[config.mk]
export PLATFORM = sky130hd
export DESIGN_NAME = fetch_unit
export DESIGN_NICKNAME = d
export VERILOG_FILES = /design/src/rtl/cpu_pkg.sv /design/src/rtl/next_pc_calc.sv /design/src/rtl/fetch_unit.sv
export SDC_FILE = /design/constraint.sdc
export NUM_CORES = 1
export LEC_CHECK = 0
export CAP_MARGIN = 40
export CORE_UTILIZATION = 47
export DETAILED_ROUTE_END_ITERATION = 6
export HOLD_SLACK_MARGIN = 0.03
export MAX_ROUTING_LAYER = met4
export PLACE_DENSITY = 0.8
export SLEW_MARGIN = 20
export SYNTH_ARGS = -nofsm -noshare
export SYNTH_HDL_FRONTEND = slang
export SYNTH_SLANG_ARGS = --single-unit
[constraint.sdc]
create_clock -name clk -period 3.55 [get_ports clk]
set_input_delay 0.71 -clock clk [delete_from_list [all_inputs] [get_ports clk]]
set_output_delay 0.71 -clock clk [all_outputs]
set_load 0.05 [all_outputs]
[src/rtl/cpu_pkg.sv]
// Shared RV32 core definitions: control-path pc_sel encodings, the NOP word and
// the fetch FSM state type. FETCH_MISALIGN_TRAP_EN adds the FAULT state.
package cpu_pkg;

  localparam logic [2:0] ALU_OUT = 3'b000;
  localparam logic [2:0] NEXT_PC = 3'b010;
  localparam logic [2:0] IMM_PC  = 3'b011;

  localparam logic [31:0] NOP_INSN = 32'h0000_0013;

`ifdef FETCH_MISALIGN_TRAP_EN
  typedef enum logic [1:0] {REQ, WAIT, HOLD, FAULT} fetch_state_e;
`else
  typedef enum logic [1:0] {REQ, WAIT, HOLD} fetch_state_e;
`endif

endpackage

[src/rtl/next_pc_calc.sv]
// Combinational next-PC selector shared by fetch and the future branch predictor.
// Reports the raw target and whether its low two bits are non-zero.
module next_pc_calc
  import cpu_pkg::*;
#(
  parameter int XLEN = 32
) (
  input  logic [XLEN-1:0] pc,
  input  logic [2:0]      pc_sel,
  input  logic [XLEN-1:0] imm,
  input  logic [XLEN-1:0] alu_result,
  output logic [XLEN-1:0] target,
  output logic            misaligned
);

  // NOTE: every output of a combinational block gets a value on every path
  // (here via the default arm) so no latch is inferred.
  always_comb begin
    case (pc_sel)
      ALU_OUT: target = alu_result & ~XLEN'(1);  // jalr clears bit 0
      IMM_PC:  target = pc + imm;
      NEXT_PC: target = pc + XLEN'(4);
      default: target = pc + XLEN'(4);
    endcase
  end

  assign misaligned = |target[1:0];

endmodule

[src/rtl/fetch_unit.sv]
// RV32 instruction fetch stage: one outstanding imem request, holds the fetched
// instruction until commit. FETCH_MISALIGN_TRAP_EN enables the sticky FAULT trap.
module fetch_unit #(
  parameter int               XLEN     = 32,
  parameter logic [XLEN-1:0]  RESET_PC = 32'h0000_3000,
  parameter logic [31:0]      NOP_INSN = cpu_pkg::NOP_INSN
) (
  input  logic            clk,
  input  logic            rst,
  output logic            imem_req,
  output logic [XLEN-1:0] imem_addr,
  input  logic            imem_ready,
  input  logic            imem_rvalid,
  input  logic [31:0]     imem_rdata,
  output logic [31:0]     ir,
  output logic [XLEN-1:0] ir_pc,
  output logic            ir_valid,
  input  logic            commit,
  input  logic [2:0]      pc_sel,
  input  logic [XLEN-1:0] imm,
  input  logic [XLEN-1:0] alu_result,
  output logic            fetch_fault
);

  cpu_pkg::fetch_state_e state_q, state_d;

  logic [XLEN-1:0] pc_q, pc_d;
  logic [XLEN-1:0] ir_pc_q, ir_pc_d;
  logic [31:0]     ir_q, ir_d;
  logic            req_q, req_d;
  logic            ir_valid_q, ir_valid_d;
  logic [XLEN-1:0] target;
  logic            misaligned;

  next_pc_calc #(
    .XLEN(XLEN)
  ) u_next_pc (
    .pc         (pc_q),
    .pc_sel     (pc_sel),
    .imm        (imm),
    .alu_result (alu_result),
    .target     (target),
    .misaligned (misaligned)
  );

`ifdef FETCH_MISALIGN_TRAP_EN
  logic fault_q, fault_d;
  assign fetch_fault = fault_q;
`else
  logic [XLEN-1:0] aligned_target;
  assign aligned_target = misaligned ? {target[XLEN-1:2], 2'b00} : target;
  assign fetch_fault    = 1'b0;
`endif

  // NOTE: state registers use non-blocking assignments so every register
  // samples the pre-edge values, independent of statement order.
  always_ff @(posedge clk) begin
    if (rst) begin
      state_q    <= cpu_pkg::REQ;
      pc_q       <= RESET_PC;
      req_q      <= 1'b0;
      ir_q       <= NOP_INSN;
      ir_pc_q    <= RESET_PC;
      ir_valid_q <= 1'b0;
`ifdef FETCH_MISALIGN_TRAP_EN
      fault_q    <= 1'b0;
`endif
    end else begin
      state_q    <= state_d;
      pc_q       <= pc_d;
      req_q      <= req_d;
      ir_q       <= ir_d;
      ir_pc_q    <= ir_pc_d;
      ir_valid_q <= ir_valid_d;
`ifdef FETCH_MISALIGN_TRAP_EN
      fault_q    <= fault_d;
`endif
    end
  end

  // imem_req is registered so it stays low for the first cycle out of reset
  // and rises in the same edge that commits, giving a 1-cycle restart.
  always_comb begin
    state_d    = state_q;
    pc_d       = pc_q;
    req_d      = req_q;
    ir_d       = ir_q;
    ir_pc_d    = ir_pc_q;
    ir_valid_d = ir_valid_q;
`ifdef FETCH_MISALIGN_TRAP_EN
    fault_d    = fault_q;
`endif
    case (state_q)
      cpu_pkg::REQ: begin
        req_d = 1'b1;
        if (req_q && imem_ready) begin
          state_d = cpu_pkg::WAIT;
          req_d   = 1'b0;
        end
      end
      cpu_pkg::WAIT: begin
        req_d = 1'b0;
        if (imem_rvalid) begin
          ir_d       = imem_rdata;
          ir_pc_d    = pc_q;
          ir_valid_d = 1'b1;
          state_d    = cpu_pkg::HOLD;
        end
      end
      cpu_pkg::HOLD: begin
        if (commit) begin
          ir_valid_d = 1'b0;
          ir_d       = NOP_INSN;
`ifdef FETCH_MISALIGN_TRAP_EN
          pc_d = target;
          if (misaligned) begin
            state_d = cpu_pkg::FAULT;
            fault_d = 1'b1;
          end else begin
            state_d = cpu_pkg::REQ;
            req_d   = 1'b1;
          end
`else
          pc_d    = aligned_target;
          state_d = cpu_pkg::REQ;
          req_d   = 1'b1;
`endif
        end
      end
`ifdef FETCH_MISALIGN_TRAP_EN
      cpu_pkg::FAULT: begin
        req_d      = 1'b0;
        ir_valid_d = 1'b0;
      end
`endif
      default: begin
        state_d = cpu_pkg::REQ;
        req_d   = 1'b0;
      end
    endcase
  end

  assign imem_req  = req_q;
  assign imem_addr = pc_q;
  assign ir        = ir_q;
  assign ir_pc     = ir_pc_q;
  assign ir_valid  = ir_valid_q;

endmodule
==> results of run 1 <==
## metrics by stage
step	instances	utilization (%)
2_1_floorplan	810	-
3_3_place_gp	1151	65.6
3_5_place_dp	1151	65.6
4_1_cts	1167	67.9
5_1_grt	1167	67.9
6_report	1167	67.9
## power by group
group | total, mW | internal, mW | switching [mW]
clock | 0.968 | 0.489 | 0.479
sequential | 1.15 | 1.14 | 0.0161
combinational | 0.469 | 0.211 | 0.258
## per-layer routing
layer / routed length, um / part of all wire [%]
met5: 0 / 0
met4: 437 / 2.1
met3: 1730 / 8.5
met2: 9430 / 46
met1: 8750 / 43
## critical path, stage by stage
cell and delay (ns):
clkdlybuf4s50_1 0.47, ha_1 0.17, inv_1 0.06, fa_1 0.40, and2b_1 0.24, o2111ai_2 0.14
a21oi_2 0.26, o211ai_4 0.15, a211oi_4 0.35, o21ai_2 0.14, a211o_1 0.32, a211oi_2 0.20
## logic make-up (layout without fill, tap and decap cells)
logic type | after synthesis | in the layout | share of synthesized area, %
AO/OA/AOI/OAI | 256 | 256 | 27.7
XOR/XNOR | 39 | 39 | 5.55
adder cells (fa/ha/maj) | 33 | 33 | 6.83
buffers and inverters | 61 | 246 | 3.88
flip-flops | 100 | 100 | 32.5
multiplexers | 3 | 3 | 0.528
other | 1 | 1 | 0.0609
AND/OR/NAND/NOR | 317 | 317 | 23.0
## layout make-up
class,instances,area (um^2)
Fill cell,1170,4090
Multi-Input combinational cell,649,3940
Timing Repair Buffer,223,2170
Sequential cell,100,2000
Clock buffer,10,229
Tap cell,172,215
Clock inverter,6,53.8
Inverter,7,26.3
## placed cells by master (no fill, tap or decap), types with 4 or more instances in the layout
cell type        netlist  routed
a211oi_1              10      10
a211oi_2               4       4
a21o_1                12      12
a21oi_1               97      97
a221oi_1              11      11
a22oi_1               31      31
a31oi_1                8       8
and3_1                 9       9
buf_4                  1      25
clkbuf_16              0       9
clkdlybuf4s50_1        0     198
dfxtp_1              100     100
ha_1                  32      32
inv_1                  7       7
nand2_1              117     117
nand2b_1               4       4
nand3_1               20      20
nand4_1               12      12
nor2_1                95      92
nor3_1                29      29
nor3b_1                4       4
nor4_1                 5       5
o211ai_1               4       4
o21ai_0               31      31
o21bai_1               5       5
o22ai_1                4       4
or3_1                  4       4
xnor2_1               20      20
xor2_1                19      19
## how the worst min path moves through the flow
| stage | end | slack (ns) | startpoint |
|---|---|---|---|
| 2_1_floorplan | imem_req | 0.49 | state_q[0] |
| 3_5_place_dp | ir_pc[30] | 0.45 | ir_pc[30] |
| 5_1_grt | ir_pc[22] | 0.47 | ir_pc[22] |
| 3_3_place_gp | ir_pc[30] | 0.44 | ir_pc[30] |
| 4_1_cts | ir_pc[16] | 0.46 | ir_pc[16] |
| 6_report | ir_pc[19] | 0.45 | ir_pc[19] |
## state kept, by name, summed over array words and instances (netlist names)
signal / flops
imem_addr: 32
ir_valid: 1
ir: 32
imem_req: 1
state_q: 2
ir_pc: 32
==> impl_metrics.tcl, run 1 <==
set metrics [dict create \
    grtUsageTotal_pct 30.9 \
    row_count 41 \
    syn_nets 947 \
    synth_most_common_cell "nand2_1" \
    place_hpwl_um 14700 \
    cts-root-buf "clkbuf_16" \
    syn-cell-area_mm2 0.00616 \
    cts_tree "yes" \
    fin_skew_ns 0.0123 \
    crit_end "imem_addr[26]" \
    grt_max_degree 63 \
    worst_slack_ns 0.202 \
    start_util_pct 48.4 \
    drc 0 \
    power_per_cell_area_mw_per_mm2 300 \
    report.final.setup_viol 0 \
    grt_util_met1_pct 40.9 \
    synth-edff-count 0 \
    async_flop_share_pct 0 \
    antenna_found_initial 0 \
    netlist_top_cells_count "117 x nand2_1, 100 x dfxtp_1, 97 x a21oi_1" \
    via_count 6728 \
    fin_setup_tns_ns 0 \
    cts.clk_slew.worst_paths_ns 0.07 \
    cts_hold_buf 0 \
    stdcell_area_mm2 0.00863 \
    grt_use_met2_pct 47.1 \
    post-cts-setup-buffer-count 0 \
    synth_top_area_share_pct 32.5 \
    diodes 0 \
    ys_seq_area_share_pct 32.5 \
    yosys.area.top_type "dfxtp_1" \
    synth_cell_type_count 73 \
    die_w_um 116 \
    maxCapViolations 0 \
    critPathArrivalTime_ns 3.62 \
    die_y_um 116 \
    grt_pass1_wl_um 31300 \
    rr_endpoint "imem_addr[26]" \
    critPathRequiredTime_ns 3.82 \
    startpoint_type "input port" \
    syn_to_final_growth_pct 40.1 \
    ir_drop_v 0.000231 \
    nets 1127 \
    finalCritPeriodShare_pct 94.3 \
    numCtsBuffers 9 \
    clockBufferDepth 2 \
    port_buffers 199 \
    path_max_fanout 5 \
    drtIter0Drc 558 \
    grt.busiest_layer "met2" \
    reg2reg_from "imem_addr[0]" \
    final_antenna_net_count 0 \
    ctsResizeCount 0 \
    syn_avg_cell_area_um2 7.60 \
    pre_cts_slack_ns -0.135 \
    rsz0062_at_grt "no" \
    num_io_pins 203 \
    routed_wl_um 20400 \
    hold_depth 2 \
    drive_gt1_share_pct 6.63 \
    cts.htree.levels 3 \
    worst_slew_pin_slew_ns 0.766 \
    hp-class "reg2reg" \
    synthCells 810 \
    p_leak_nw 3.19 \
    finalPower_mw 2.59 \
    startpoint "imm[0]" \
    finalHoldViolations 0 \
    cts_num_sinks 100 \
    hold_ws_ns 0.454 \
    period_needed_ns 3.35 \
    gp_congestion 0.977 \
    rrSetupSlack_ns 0.58 \
    yosys_warnings 0 \
    insertion_delay_ns 0.35 \
    synth_area_leaders "dfxtp_1 33%, a21oi_1 7.9%, nand2_1 7.1%" \
    met3_usage_pct 6.12 \
    cp-end-kind "flip-flop" \
    avgViaCountPerCell 5.77 \
    status "complete, no violations" \
    worstSetupPathType "in2reg" \
    grt-ovfl-total 0 \
    dpl_cell_area_mm2 0.00835 \
    reg2regPathDepth 11 \
    fmax_ghz 0.299 \
    maxSlewHeadroom_pct 48.9 \
    drtPass1Iterations 7 \
    routedWlPerCell_um 17.4 \
    synth_ff_type "dfxtp_1" \
    grt_pass1_vias 6066 \
    synth-seq-cells 100 \
    die_area_mm2 0.0136 \
    slew_viol_final 0 \
    core-area_mm2 0.0127 \
]
(Power assumes the default switching activity.)
==> inputs of run 2 (changes only) <==
Settings changed: CTS_CLUSTER_DIAMETER set to 80.
==> results of run 2 <==
Final layout, timing and power as in run 1 (identical DEF).
==> inputs of run 3 (changes only) <==
Settings changed: GPL_ROUTABILITY_DRIVEN set to 0.
==> run 3 against run 2 <==
Cell count fell by 0.26%. Sequential cell count unchanged. Final area barely moved. Register-to-register slack gained 0.06 ns. First-iteration DRC count up 32%.
==> impl_metrics.tcl, run 3 (synthesis gave the netlist of run 1 again) <==
set metrics [dict create \
    final_antenna_net_count 0 \
    p_leak_nw 3.19 \
    cts.htree.levels 3 \
    row_count 41 \
    numCtsBuffers 9 \
    routed_wl_um 20300 \
    worst_slew_pin_slew_ns 0.802 \
    status "complete, no violations" \
    cts_hold_buf 0 \
    rsz0062_at_grt "no" \
    maxSlewHeadroom_pct 46.5 \
    multi_input_area_mm2 0.00394 \
    startpoint_type "input port" \
    grt_pass1_vias 6116 \
    num_io_pins 203 \
    fin_skew_ns 0.00904 \
    final_common_cell "clkdlybuf4s50_1" \
    avgViaCountPerCell 5.80 \
    grt_pass1_wl_um 31300 \
    via_count 6754 \
    insertion_delay_ns 0.35 \
    drtIter0Drc 738 \
    die_area_mm2 0.0136 \
    grt_max_degree 68 \
    fmax_ghz 0.305 \
    core-area_mm2 0.0127 \
    ctsResizeCount 0 \
    clockBufferDepth 2 \
    start_util_pct 48.4 \
    final_cell_mix "198 x clkdlybuf4s50_1, 117 x nand2_1, 100 x dfxtp_1, 97 x a21oi_1, 92 x nor2_1" \
    die_w_um 116 \
    power_per_cell_area_mw_per_mm2 302 \
    instances_no_fill 1164 \
    routedWlPerCell_um 17.5 \
    syn_to_final_growth_pct 40.2 \
    drc 0 \
    worstSetupPathType "in2reg" \
    die_y_um 116 \
    critPathArrivalTime_ns 3.55 \
    maxCapViolations 0 \
    ir_drop_v 0.000235 \
    place_hpwl_um 14600 \
    cp-end-kind "flip-flop" \
    drive_gt1_share_pct 6.45 \
    regArea_mm2 0.00200 \
    antenna_found_initial 0 \
    finalCritPeriodShare_pct 92.3 \
    slew_viol_final 0 \
    finalHoldViolations 0 \
    post-cts-setup-buffer-count 0 \
    report.final.setup_viol 0 \
    dp.cells 1148 \
    diodes 0 \
    cts_num_sinks 100 \
    cts_tree "yes" \
    path_max_fanout 4 \
    period_needed_ns 3.28 \
    grt-ovfl-total 0 \
    dpl_cell_area_mm2 0.00834 \
    grtUsageTotal_pct 30.8 \
    fillers 1111 \
    fin_setup_tns_ns 0 \
    drtPass1Iterations 6 \
    cts-root-buf "clkbuf_16" \
    final_util_pct 67.9 \
    critPathRequiredTime_ns 3.82 \
    nets 1124 \
    stdcell_area_mm2 0.00863 \
    cts.clk_slew.worst_paths_ns 0.07 \
    port_buffers 199 \
    hp-class "reg2reg" \
]
-- run 3: worst paths after layout --
check | startpoint | endpoint | slack, ns | depth (start not counted)
max | imm[0] | imem_addr[26] | 0.27 | 12
min | ir_pc[6] | ir_pc[6] | 0.45 | 2
max reg2reg | imem_addr[0] | imem_addr[26] | 0.64 | 11
min reg2reg | ir_pc[6] | ir_pc[6] | 0.45 | 2
-- run 3: area by class of cell --
cell class	instances	area share, %
Multi-Input combinational cell	649	45.6
Timing Repair Buffer	220	25.0
Sequential cell	100	23.2
Clock buffer	9	2.61
Tap cell	172	2.49
Clock inverter	7	0.811
Inverter	7	0.304
-- run 3: layer usage --
metal,wire (um),track usage (%),up-vias
met1,8560,40.1,3095
met4,409,10.3,0
li1,-,-,3301
met2,9530,48.7,319
met5,0,-,-
met3,1850,4.77,39
-- run 3: where the power goes --
part / leakage, nW / internal [mW] / switching (mW) / total (mW)
registers: 0.808 / 1.14 / 0.0176 / 1.16
logic: 2.23 / 0.210 / 0.257 / 0.467
clock network: 0.147 / 0.496 / 0.491 / 0.987
total: 3.19 / 1.84 / 0.765 / 2.61
-- run 3: worst max-delay path, cell delays in order --
cell and delay (ns):
clkdlybuf4s50_1 0.46, ha_1 0.16, inv_1 0.06, fa_1 0.40, and2b_1 0.25, o2111ai_2 0.14
a21oi_2 0.25, o211ai_4 0.14, a211oi_4 0.33, o21ai_2 0.14, a211o_1 0.31, a211oi_2 0.21
-- run 3: through the flow --
| stage | setup slack (ns) | hold WS (ns) | power [mW] |
|---|---|---|---|
| after floorplan | 0.528 | 0.488 | 1.43 |
| after global routing | 0.115 | 0.467 | 2.70 |
| final | 0.274 | 0.453 | 2.61 |
| after CTS | 0.272 | 0.456 | 2.61 |
| after global placement | -0.0510 | 0.442 | 1.64 |
| after detailed placement | -0.0620 | 0.446 | 1.64 |
